--- src/rtl/regfile_pkg.sv ---
// Shared constants and types for the register-file write-port logic.
package regfile_pkg;

  localparam int REG_ADDR_W = 5;
  localparam int REG_DATA_W = 32;
  localparam int NUM_REGS   = 32;

  // Explicit encodings keep the state vector stable for anyone probing it.
  typedef enum logic [0:0] {
    ST_INIT = 1'b0,
    ST_RUN  = 1'b1
  } state_e;

  // Index width for a requester count; never zero so NUM_REQ=1 still has a port.
  function automatic int idx_width(input int n);
    return (n > 1) ? $clog2(n) : 1;
  endfunction

endpackage

--- src/rtl/rr_arbiter.sv ---
// Combinational round-robin arbiter: grants the first asserted request at or
// after the pointer, wrapping modulo NUM_REQ. Shared by write and read schedulers.
module rr_arbiter
  import regfile_pkg::*;
#(
  parameter int NUM_REQ = 3,
  localparam int IDX_W  = idx_width(NUM_REQ)
) (
  input  logic [NUM_REQ-1:0] req,
  input  logic [IDX_W-1:0]   ptr,
  output logic [NUM_REQ-1:0] grant,
  output logic [IDX_W-1:0]   grant_idx,
  output logic               grant_any
);

  int cand;

  // Priority scan starting at the pointer; the first hit wins.
  always_comb begin
    // NOTE: every output gets a default up front so no path through the loop
    // leaves one unassigned, which would otherwise infer a latch.
    grant     = '0;
    grant_idx = '0;
    grant_any = 1'b0;
    cand      = 0;
    for (int k = 0; k < NUM_REQ; k++) begin
      cand = int'(ptr) + k;
      if (cand >= NUM_REQ) cand = cand - NUM_REQ;
      if (!grant_any && req[cand]) begin
        grant[cand] = 1'b1;
        grant_idx   = IDX_W'(cand);
        grant_any   = 1'b1;
      end
    end
  end

endmodule

--- src/rtl/regfile_write_arbiter.sv ---
// Owns the register file write port: runs a 32-entry init sweep after reset
// or on request, then shares the port round-robin among NUM_REQ requesters.
module regfile_write_arbiter
  import regfile_pkg::*;
#(
  parameter int                    NUM_REQ    = 3,
  parameter logic [REG_DATA_W-1:0] INIT_VALUE = 32'h0,
  parameter bit                    SKIP_X0    = 1'b1
) (
  input  logic                             clock,
  input  logic                             reset,
  input  logic                             init_req,
  input  logic [NUM_REQ-1:0]               req_valid,
  input  logic [REG_ADDR_W*NUM_REQ-1:0]    req_reg,
  input  logic [REG_DATA_W*NUM_REQ-1:0]    req_data,
  output logic [NUM_REQ-1:0]               req_ready,
  output logic                             regwrite,
  output logic [REG_ADDR_W-1:0]            write_reg,
  output logic [REG_DATA_W-1:0]            write_data,
  output logic                             init_done
);

  localparam int IDX_W = idx_width(NUM_REQ);

  state_e                 state_q, state_d;
  logic [REG_ADDR_W-1:0]  cnt_q, cnt_d;
  logic [IDX_W-1:0]       rr_q, rr_d;
  logic                   regwrite_q, regwrite_d;
  logic [REG_ADDR_W-1:0]  write_reg_q, write_reg_d;
  logic [REG_DATA_W-1:0]  write_data_q, write_data_d;

  logic [NUM_REQ-1:0]     grant;
  logic [IDX_W-1:0]       grant_idx;
  logic                   grant_any;
  logic [REG_ADDR_W-1:0]  sel_reg;
  logic [REG_DATA_W-1:0]  sel_data;
  logic                   in_run;

  rr_arbiter #(.NUM_REQ(NUM_REQ)) u_arb (
    .req       (req_valid),
    .ptr       (rr_q),
    .grant     (grant),
    .grant_idx (grant_idx),
    .grant_any (grant_any)
  );

  assign in_run    = (state_q == ST_RUN);
  // Grants are only visible in RUN; they never wait on the output registers.
  assign req_ready = in_run ? grant : '0;
  assign init_done = in_run;
  assign regwrite  = regwrite_q;
  assign write_reg = write_reg_q;
  assign write_data = write_data_q;

  // Mux out the granted requester's address and data.
  assign sel_reg  = req_reg[int'(grant_idx)*REG_ADDR_W +: REG_ADDR_W];
  assign sel_data = req_data[int'(grant_idx)*REG_DATA_W +: REG_DATA_W];

  // Next-state: sweep writes in INIT, granted transfers in RUN.
  always_comb begin
    state_d      = state_q;
    cnt_d        = cnt_q;
    rr_d         = rr_q;
    regwrite_d   = 1'b0;
    write_reg_d  = write_reg_q;
    write_data_d = write_data_q;
    case (state_q)
      ST_INIT: begin
        regwrite_d   = 1'b1;
        write_reg_d  = cnt_q;
        write_data_d = INIT_VALUE;
        cnt_d        = cnt_q + REG_ADDR_W'(1);
        if (cnt_q == REG_ADDR_W'(NUM_REGS - 1)) state_d = ST_RUN;
      end
      ST_RUN: begin
        if (grant_any) begin
          write_reg_d  = sel_reg;
          write_data_d = sel_data;
          // A write to x0 is still consumed so the requester is released.
          regwrite_d   = !(SKIP_X0 && (sel_reg == '0));
          rr_d         = (int'(grant_idx) == NUM_REQ - 1) ? '0 : grant_idx + IDX_W'(1);
        end
        if (init_req) begin
          state_d = ST_INIT;
          cnt_d   = '0;
        end
      end
      default: state_d = ST_INIT;
    endcase
  end

  // State and output registers; async reset drops any in-flight write.
  always_ff @(posedge clock or negedge reset) begin
    if (!reset) begin
      state_q      <= ST_INIT;
      cnt_q        <= '0;
      rr_q         <= '0;
      regwrite_q   <= 1'b0;
      write_reg_q  <= '0;
      write_data_q <= '0;
    end else begin
      // NOTE: non-blocking assignments so every flop samples pre-edge values.
      state_q      <= state_d;
      cnt_q        <= cnt_d;
      rr_q         <= rr_d;
      regwrite_q   <= regwrite_d;
      write_reg_q  <= write_reg_d;
      write_data_q <= write_data_d;
    end
  end

endmodule

--- config.mk ---
export PLATFORM = sky130hd
export DESIGN_NAME = regfile_write_arbiter
export DESIGN_NICKNAME = d
export VERILOG_FILES = /design/src/rtl/regfile_pkg.sv /design/src/rtl/rr_arbiter.sv /design/src/rtl/regfile_write_arbiter.sv
export SDC_FILE = /design/constraint.sdc
export NUM_CORES = 1
export LEC_CHECK = 0
export CORE_MARGIN = 8
export CORE_UTILIZATION = 43
export DETAILED_ROUTE_END_ITERATION = 10
export GPL_TIMING_DRIVEN = 0
export PLACE_DENSITY = 0.87
export REMOVE_ABC_BUFFERS = 1
export SYNTH_ARGS = -nofsm -noshare
export SYNTH_HDL_FRONTEND = slang
export SYNTH_SLANG_ARGS = --single-unit
--- constraint.sdc ---
create_clock -name clock -period 4.4 [get_ports clock]
set_input_delay 0.88 -clock clock [delete_from_list [all_inputs] [get_ports clock]]
set_output_delay 0.88 -clock clock [all_outputs]
set_load 0.05 [all_outputs]
==> impl_metrics.tcl <==
set metrics [dict create \
    fin_tns_setup_ns 0 \
    max_freq_mhz 231.7 \
    final.fill_count 539 \
    synth_seq_area_share_pct 38.48 \
    port_buffers 158 \
    status "finished clean" \
    coreArea_sq_mm 0.006756 \
    cts_buffer_depth 2 \
    nets 581 \
    overflow 0 \
    worstMarginPinSlew_ns 1.014 \
    grt_pass1_vias 3112 \
    slew_headroom_pct 31.87 \
    cpMostUsedCell "clkdlybuf4s50_1" \
    hp-class "in2async" \
    post-dp-hpwl_um 7534 \
    rsz0062_at_grt "no" \
    area_growth_pct 57.17 \
    critPathMaxFanout 7 \
    drt_wl_total_um 9411 \
    cts.sinks 46 \
    netlist_instances 316 \
    clkTransAtPathRegs_ns 0.08 \
    ys_types 48 \
    endpoint "req_ready[0]" \
    p_leak_nw 2.012 \
    ant_nets 0 \
    synth_area_sq_mm 0.002992 \
    setup.worst_path.start "req_valid[1]" \
    max_stage_delay_ns 0.84 \
    die-area_sq_mm 0.009882 \
    cts-root-buf "clkbuf_8" \
    required_ns 3.52 \
    p_per_area_mw_per_mm2 557.1 \
    crit_path_top_delay_cell "clkdlybuf4s50_1" \
    vias_per_cell 5.564 \
    yosysWarnings 0 \
    numCtsBuffers 5 \
    cts_hold_buf 0 \
    slew_violations 0 \
    clk_latency_ns 0.29 \
    worst-setup-path-type "in2out" \
    drive_above_1_share_pct 5.011 \
    grt_use_total_pct 18.52 \
    htree_levels 2 \
    die_y_um 99.41 \
    start_kind "input pin" \
    period_share_pct 98.08 \
    synth_seq_cells 46 \
    ios 159 \
    rows 30 \
    synth_edf_count 0 \
    ir_drop_mv 0.3525 \
    hold_violations 0 \
    clock_skew_ns 0.005099 \
    wl_per_cell_um 17.46 \
    crit_cells 7 \
    first_iter_violations 87 \
    largest_register_ffs 32 \
    final_core_util_pct 69.59 \
    path_delay_family "buffers and inverters" \
    reg2reg_to "regwrite$_DFF_PN0_" \
    start_util_pct 44.28 \
    gp_congestion 0.8791 \
    dr.pass1.iters 4 \
    worstPathArrival_ns 3.44 \
    ys_async_sr_fraction_pct 100.0 \
    setup_violations 0 \
    grt_pass1_wl_um 14970 \
    dieWidth_um 99.41 \
    crit_buf_inv 2 \
    n_antenna_cell 0 \
    grt_max_degree 41 \
    endpoint_kind "primary output" \
    post-route-drc-count 0 \
    r2r_start "rr_q[1]$_DFFE_PN0P_" \
    min_period_ns 4.315 \
    synth_flop_cell "dfrtp_1" \
    num_vias 2999 \
    r2r_setup_slack_ns 1.12 \
    syn_area_per_cell_sq_um 9.467 \
    holdWs_ns 0.5014 \
    post_cts_buffers 0 \
    maxCapViolations 0 \
    antenna_found_initial 0 \
    rr_worst_depth 9 \
    cts_tree "done" \
    worstPathCellList "clkdlybuf4s50_1 > mux2i_1 > o21ai_1 > nor2b_1 > a221oi_1 > nor3_1 > clkdlybuf4s50_1" \
]
==> worst register-to-register path, stage by stage, from the launching register on <==
cell	delay (ns)
dfrtp_1	0.41
inv_1	0.10
ha_1	0.46
mux2i_4	0.35
o221ai_1	0.17
and2_2	0.46
buf_12	0.27
or2_2	0.31
a2111oi_2	0.41
a41oi_1	0.17
==> layout by cell type (no fill, tap or decap), drive strengths merged, types with 2 or more instances in the layout <==
master           n
o21ai            5
inv              8
nand3            3
dfrtp           46
ha               6
a21boi           2
nor2            43
nor2b            3
nand2b           4
and3             4
buf              5
o21bai           2
mux2i           41
o221ai           2
o311ai           2
o211ai           2
a21oi           39
clkbuf           6
a31oi            3
a21o             3
clkdlybuf4s50  156
a22o            33
a221o            2
o22ai            2
nand2           11
nand3b           4
nor3             3
a211o            2
==> layout make-up <==
| class | count | area [sq um] | share of cell area, % |
|---|---|---|---|
| Tap cell | 80 | 100.1 | 2.129 |
| Inverter | 7 | 26.28 | 0.5588 |
| Multi-Input combinational cell | 236 | 1675 | 35.63 |
| Timing Repair Buffer | 162 | 1650 | 35.10 |
| Sequential cell | 46 | 1151 | 24.48 |
| Clock inverter | 2 | 16.27 | 0.3459 |
| Clock buffer | 6 | 82.58 | 1.756 |
==> cells by family after synthesis <==
| group | share of synthesized area (%) |
|---|---|
| buffers and inverters | 6.274 |
| adder cells (fa/ha/maj) | 2.509 |
| AO/OA/AOI/OAI | 25.14 |
| AND/OR/NAND/NOR | 12.88 |
| XOR/XNOR | 0.5856 |
| flip-flops | 38.48 |
| multiplexers | 14.14 |
==> per-stage QoR <==
step           worst slack (ns)  instance area [sq um]  total power [W]  cells
6_report                0.08453                   4702         0.002620    539
5_1_grt                0.002807                   4702         0.002799    539
4_1_cts                 0.07085                   4696         0.002626    539
3_5_place_dp            -0.1483                   4597         0.002345    531
3_3_place_gp            -0.6447                   4512         0.002276    527
2_1_floorplan            0.6513                   2830         0.001822    289
==> report_power, final <==
part,switching (W),internal (W),total [W]
combinational,0.00102,0.000734,0.00175
sequential,0.0000762,0.000521,0.000597
clock,0.000141,0.000129,0.000271
==> cells in the mapped netlist, types with 2 or more instances <==
cell type  count  area share (%)
a221o_1        2            0.67
nor2b_1        3            0.63
ha_1           6             2.5
dfrtp_1       46              38
o21ai_0        5            0.84
buf_4          9             2.3
nor2_1        43             5.4
mux2i_1       40              13
a21boi_0       2            0.50
o311ai_0       2            0.59
nand2b_1       4            0.84
o22ai_1        2            0.42
a21o_1         3            0.75
nand3_1        3            0.50
inv_1          7            0.88
clkbuf_1       8             1.0
nand2_1       11             1.4
a211o_1        2            0.59
o221ai_1       2            0.59
a31oi_1        3            0.63
a22o_1        33             9.7
nand3b_1       4             1.0
o21bai_1       2            0.50
and3_1         4            0.84
o211ai_1       2            0.50
buf_2          8             1.3
nor3_1         2            0.33
a21oi_1       38             6.4
==> worst min path at each step <==
stage / slack [ns] / endpoint
4_1_cts: 0.50 / write_data[8]$_DFFE_PN0P_
6_report: 0.50 / regwrite$_DFF_PN0_
5_1_grt: 0.51 / write_data[8]$_DFFE_PN0P_
3_5_place_dp: 0.49 / write_data[6]$_DFFE_PN0P_
3_3_place_gp: 0.49 / write_data[20]$_DFFE_PN0P_
2_1_floorplan: 0.48 / write_reg[4]$_DFFE_PN0P_
==> per-layer routing <==
layer	share of wire [%]	track usage, %	vias to the layer above
met1	40	20.81	1423
met2	52	32.64	116
met3	7.5	6.494	8
li1	-	-	1452
met4	1.1	4.424	0
met5	0	0	-
==> what timing repair did <==
action                     in CTS  in global routing
gates resized for setup         2                  2
pin swaps                       0                  0
setup endpoints to repair       2                  2
(Power assumes the default switching activity.)
